`config.mk`:
```
export PLATFORM = sky130hd
export DESIGN_NAME = mem_port_arbiter
export DESIGN_NICKNAME = d
export VERILOG_FILES = /design/src/rtl/mem_port_arbiter.sv
export SDC_FILE = /design/constraint.sdc
export NUM_CORES = 1
export LEC_CHECK = 0
export ABC_AREA = 1
export BUFFER_PORTS_ARGS = -buffer_cell sky130_fd_sc_hd__buf_2
export CORE_MARGIN = 3
export CORE_UTILIZATION = 57
export CTS_BUF_LIST = sky130_fd_sc_hd__clkbuf_8 sky130_fd_sc_hd__clkbuf_16
export CTS_CLUSTER_DIAMETER = 120
export DETAILED_ROUTE_END_ITERATION = 8
export PLACE_DENSITY = 0.83
export SYNTH_ARGS = -nofsm -noshare
export SYNTH_HDL_FRONTEND = slang
export SYNTH_SLANG_ARGS = --single-unit
```
`constraint.sdc`:
```
create_clock -name clk -period 3.9 [get_ports clk]
set_clock_uncertainty 0.05 [all_clocks]
set_input_delay 0.78 -clock clk [delete_from_list [all_inputs] [get_ports clk]]
set_output_delay 0.78 -clock clk [all_outputs]
set_load 0.005 [all_outputs]
```
`src/rtl/mem_port_arbiter.sv`:
```
// rtl/mem_port_arbiter.sv - two-port round-robin arbiter with lockable bursts
// in front of a bit-masked register-file memory.
module mem_port_arbiter #(
    parameter int WIDTH = 8,
    parameter int DEPTH = 4,
    localparam int ADDR_W = $clog2(DEPTH)
) (
    input  logic              clk,
    input  logic              rst,
    input  logic              req0_valid,
    output logic              req0_ready,
    input  logic              req0_we,
    input  logic [ADDR_W-1:0] req0_addr,
    input  logic [WIDTH-1:0]  req0_wdata,
    input  logic [WIDTH-1:0]  req0_mask,
    input  logic              req0_lock,
    input  logic              req1_valid,
    output logic              req1_ready,
    input  logic              req1_we,
    input  logic [ADDR_W-1:0] req1_addr,
    input  logic [WIDTH-1:0]  req1_wdata,
    input  logic [WIDTH-1:0]  req1_mask,
    input  logic              req1_lock,
    output logic              rsp0_valid,
    output logic              rsp1_valid,
    output logic [WIDTH-1:0]  rsp_rdata,
    output logic [1:0]        owner
);

    typedef enum logic [1:0] {
        UNLOCKED = 2'd0,
        LOCK0    = 2'd1,
        LOCK1    = 2'd2
    } state_t;

    localparam logic [ADDR_W:0] DEPTH_L = (ADDR_W + 1)'(DEPTH);

    state_t state, state_next;
    logic   ptr, ptr_next;     // 0 = port 0 wins a tie, 1 = port 1 wins

    logic [WIDTH-1:0] mem [DEPTH];

    logic              grant0, grant1, accept;
    logic              s_we, s_lock, in_range;
    logic [ADDR_W-1:0] s_addr;
    logic [WIDTH-1:0]  s_wdata, s_mask, rd_word;

    always_comb begin
        grant0 = 1'b0;
        grant1 = 1'b0;
        unique case (state)
            LOCK0: grant0 = req0_valid;
            LOCK1: grant1 = req1_valid;
            default: begin
                if (req0_valid && req1_valid) begin
                    grant0 = ~ptr;
                    grant1 = ptr;
                end else begin
                    grant0 = req0_valid;
                    grant1 = req1_valid;
                end
            end
        endcase
    end

    assign req0_ready = grant0;
    assign req1_ready = grant1;
    assign accept     = grant0 | grant1;

    always_comb begin
        s_we    = grant1 ? req1_we    : req0_we;
        s_lock  = grant1 ? req1_lock  : req0_lock;
        s_addr  = grant1 ? req1_addr  : req0_addr;
        s_wdata = grant1 ? req1_wdata : req0_wdata;
        s_mask  = grant1 ? req1_mask  : req0_mask;
    end

    assign in_range = {1'b0, s_addr} < DEPTH_L;

    // Decoded read avoids indexing past DEPTH when it is not a power of two.
    always_comb begin
        rd_word = '0;
        for (int i = 0; i < DEPTH; i++) begin
            if (s_addr == ADDR_W'(i)) rd_word = mem[i];
        end
    end

    // Lock transitions and pointer; the pointer only stays put while a
    // locked owner keeps extending its burst.
    always_comb begin
        state_next = state;
        ptr_next   = ptr;
        if (accept) begin
            if (s_lock) state_next = grant1 ? LOCK1 : LOCK0;
            else        state_next = UNLOCKED;
            if (state == UNLOCKED || !s_lock) ptr_next = ~grant1;
        end
    end

    always_ff @(posedge clk or negedge rst) begin
        if (!rst) begin
            state <= UNLOCKED;
            ptr   <= 1'b0;
        end else begin
            state <= state_next;
            ptr   <= ptr_next;
        end
    end

    always_ff @(posedge clk or negedge rst) begin
        if (!rst) begin
            for (int i = 0; i < DEPTH; i++) mem[i] <= '0;
        end else begin
            for (int i = 0; i < DEPTH; i++) begin
                if (accept && s_we && in_range && s_addr == ADDR_W'(i)) begin
                    mem[i] <= (mem[i] & ~s_mask) | (s_wdata & s_mask);
                end
            end
        end
    end

    always_ff @(posedge clk or negedge rst) begin
        if (!rst) begin
            rsp0_valid <= 1'b0;
            rsp1_valid <= 1'b0;
            rsp_rdata  <= '0;
        end else begin
            rsp0_valid <= grant0 & ~req0_we;
            rsp1_valid <= grant1 & ~req1_we;
            if (accept && !s_we) rsp_rdata <= in_range ? rd_word : '0;
        end
    end

    always_comb begin
        unique case (state)
            LOCK0:   owner = 2'b01;
            LOCK1:   owner = 2'b10;
            default: owner = 2'b00;
        endcase
    end

endmodule

```
* Word level (Yosys, flattened, before mapping) *
Cells that the tools add are included.

operators by class
  multipliers = 0
  shifts and indexed selects = 0
  multiplexer cells = 16
  $lt $le $gt $ge = 0
  divide/modulo/power cells = 0
  equal/unequal tests = 5
  reductions and logical operators = 13
  add/sub/neg operators = 0
  bitwise logic cells = 17

operators by type and width
  operator                                              count
  two-way mux 8 bit                                     6
  bitwise AND 8 bit                                     5
  bitwise OR 8 bit                                      4
  NOT 8 bit                                             1
  logical AND 1 bit                                     7
  equality test 2 bit (second input constant)           3
  two-way mux 2 bit                                     3
  equality test 2 x 1 -> 1 bit (second input constant)  2
  logical NOT 2 bit                                     2
  two-way mux 1 bit                                     4
  NOT 1 bit                                             4
  case mux 1 bit (2 select lines)                       2
  case mux 2 bit (2 select lines)                       1
  bitwise AND 1 bit                                     2
  logical NOT 1 bit                                     2
  AND reduction 2 bit                                   1
  logical OR 1 bit                                      1
  bitwise OR 1 bit                                      1

word-level totals
  memories = 0
  bits in latches = 0
  register bits after elaboration = 45
  input bits = 44
  memory bits (read-only) = 0
  output and inout port bits = 14
  memory bits (writable) = 0

* Depth between registers and ports, before layout *
  word-level depth = 9
  gate-level depth with buffers = 14
  gate-level depth less buffers = 13

* Least setup slack after synthesis *
No wires, ideal clock.

  path type = register -> output
  start point = register state[0]
  end point = output port req1_ready
  arrival time = 1.527 ns
  stages on the path, launching flop included = 8
  setup slack = 1.543 ns
  cells stage by stage = dfrtp_1 inv_1 ha_1 a21oi_4 nand2_4 clkinv_2 buf_2 buf_4

on the way
  word-level cells in the longest chain between the ends = 2
  elaborated cells on any way between the ends = 3
  classes of those cells = eq/ne: 2; mux: 1

RTL lines
  what                                                                 RTL line  RTL
  start, declared                                                      38        state_t state, state_next;
  start signal, assigned                                               105       state <= state_next;
  equality test 2 bit or equality test 2 x 1 -> 1 bit (tied branches)  51        unique case (state)
  case mux 1 bit (2 select lines) *                                    51
  end, declared                                                        18        output logic req1_ready,

Every way passes the cells marked *; elsewhere a longest branch is shown, timed or not.

* Final worst setup path *
Same ends and word-level chain as after synthesis.

==> impl_metrics.ini <==
[outcome]
status = finished, final reports clean

[clock_network]
post_cts_buffers = 0
cts_resized = 0
holdBufCountCts = 0
clock_sinks = 45
cts.path.max_buffers = 2
path_clk_slew_ps = 80
clk_latency_ps = 300
numCtsBuffers = 5
cts_tree = built
htreeDepth = 2
root_buffer = clkbuf_8

[min_path]
hold_depth = 2
min_path_type = reg2reg

[worst_setup_path]
worstReg2RegEnd = rsp_rdata[3]
crit_path_start = state[0]
critPathRequiredTime_ps = 3070
r2r_start = state[0]
critPathMaxStageDelay_ps = 400
critPathKind = reg2out
setup.worst_path.end_class = output pin
critPathLaunchType = register
critPathMaxFanout = 26
crit_arrival_ps = 2160
reg2regPathDepth = 12
r2r_slack_ps = 1130
crit_buf_inv = 4
critPathSlowestCell = ha_1
cpLargestDelayFamily = buffers and inverters
path_cells = inv_1 > ha_1 > inv_2 > nand3_4 > nand2_4 > clkinv_2 > buf_2

[sta]
tns_ps = 0
finalHoldViolCount = 0
slew_violations = 0
timing.fmax_ghz = 0.3341
slew_headroom = 0.3262
tightestPinTransition_ps = 1011
fin_crit_ps = 2993
finalSetupViolCount = 0
finalWorstSetupSlack_ps = 906.9
finalCritPeriodShare = 0.7675
rsz0062_at_grt = false

[synthesis]
syn-instance-count = 383
netlist.top_cell.by_area = dfrtp_1
synth_cell_types = 27
syn_area_um2 = 2746
synth.avg_cell_area_um2 = 7.171
syn_nets = 432
yosys-top-cells-area = dfrtp_1, nand2_1, nand3_1
synth_warnings = 0
ys_ff_latch = 45
synth_seq_area_share = 0.4100
synth_top_area_frac = 0.4100

[final_layout]
n_fill_cell = 388
final_core_util = 0.6886
drive_gt1_frac = 0.1831
nets = 485
areaGrowthSynthToFinish_pct = 12.94
diodes = 0

[global_route]
grt.total_usage = 0.2429
grt_pass1_wl_um = 10510
grt_pass1_vias = 2323
antenna_found_initial = 0
grt_max_degree = 46
grt_overflow = 0

[drt]
avgRoutedWirePerCell_um = 12.99
drt_iter0_drc = 283
antenna_left = 0
vias = 2598
dr.pass1.iters = 5
drt_wl_total_um = 6352
vias_per_cell = 5.313
drc = 0

[power_and_ir_drop]
switching_power_mw = 1.115
clock_power_share = 0.121
peakVddDrop_mv = 0.4371
p_int_mw = 1.184
p_sw_frac = 0.4849
pwr_density_cell_nw_per_um2 = 741.2
comb_power_share = 0.527
pwr-share-seq = 0.352
p_leak_nw = 1.812

[floorplanning]
start_util = 0.6097
coreArea_um2 = 4504
die_x_um = 75.42
fp-row-count = 24
ios = 58
die-area_um2 = 5687
dieHeight_um = 75.42

[place]
gp_congestion = 0.8362
numPortBuffers = 57
dp.final_hpwl_um = 4628
dp_slack_ps = 1129

[job]
maxCapViolations = 0
==> logic make-up after synthesis <==
| group | synth area share |
|---|---|
| compound gates | 0.02642 |
| simple gates | 0.4793 |
| fa+ha+maj | 0.02278 |
| buf+inv | 0.06150 |
| flops | 0.4100 |
==> power groups by stage <==
| stage | Combinational (mW) | Clock [mW] | Sequential (mW) |
|---|---|---|---|
| floorplan | 0.952 | 0 | 0.776 |
| global placement | 1.17 | 0 | 0.812 |
| detailed placement | 1.21 | 0 | 0.810 |
| CTS | 1.21 | 0.279 | 0.804 |
| global route | 1.39 | 0.299 | 0.831 |
| finish | 1.21 | 0.278 | 0.809 |
==> worst max-delay path by stage <==
| stage | end | slack, ps | depth (start not counted) |
|---|---|---|---|
| 2_1_floorplan | req1_ready | 1540 | 7 |
| 3_3_place_gp | rsp_rdata[5] | 1280 | 12 |
| 3_5_place_dp | rsp_rdata[3] | 1130 | 12 |
| 4_1_cts | req1_ready | 900 | 7 |
| 5_1_grt | req1_ready | 760 | 7 |
| 6_report | req1_ready | 910 | 7 |
==> synth_stat cells <==
cell type    n
nand3_2      1
clkbuf_1     4
nor2_4       1
dfrtp_1     45
inv_1       19
nand2_4      1
buf_6        4
nand3_4      1
nor2_2       1
nor2_8       4
inv_2        1
buf_4        1
o22ai_1      1
nand3b_1    13
inv_4        1
o21ai_1      2
o21ai_0      7
nand2_8      1
clkinv_2     1
nand2_1    204
a21oi_1      1
ha_1         5
nor2_1       6
nand3_1     51
a21oi_4      1
nand2_2      3
buf_2        3
==> stage by stage <==
step,power [mW],hold WS [ps],cells,cell area (µm²)
after floorplan,1.728,383.0,383,2746
after global placement,1.977,397.1,481,3022
after detailed placement,2.020,401.0,481,3022
after CTS,2.295,421.2,489,3102
after global routing,2.520,452.2,489,3102
final,2.299,415.6,489,3102
==> final cells by class <==
cell class / count / area, µm² / area share
inverter: 22 / 86.33 / 0.02783
tap: 52 / 65.06 / 0.02098
clock inverter: 3 / 11.26 / 0.003631
timing repair buffer: 58 / 292.8 / 0.09439
multi-input combinational: 304 / 1451 / 0.4679
clock buffer: 5 / 68.82 / 0.02219
sequential: 45 / 1126 / 0.3631
==> cells in the final DEF (no fill, tap or decap) <==
master	Yosys	layout
buf_4	1	1
o21ai_0	7	7
buf_2	3	57
nand2_1	204	204
nand3_1	51	51
inv_1	19	22
a21oi_1	1	1
nand3_4	1	1
dfrtp_1	45	45
nor2_4	1	1
inv_2	1	1
clkbuf_8	0	5
a21oi_4	1	1
nor2_1	6	6
nand2_2	3	3
ha_1	5	5
inv_4	1	1
nand3b_1	13	13
nand2_8	1	1
nor2_2	1	1
nand3_2	1	1
nand2_4	1	1
o21ai_1	2	2
clkinv_2	1	1
o22ai_1	1	1
nor2_8	4	4
==> worst min-delay path, stage by stage (launching register included) <==
cell     delay (ps)
dfrtp_1         340
nand2_1          50
nand2_1          40
==> routing by layer <==
layer | part of all wire | global-route usage
met1 | 0.46 | 0.3405
met5 | 0 | 0
met3 | 0.086 | 0.03298
met2 | 0.43 | 0.3739
met4 | 0.019 | 0.1087
Note: power is estimated with default switching activity, not from simulation.
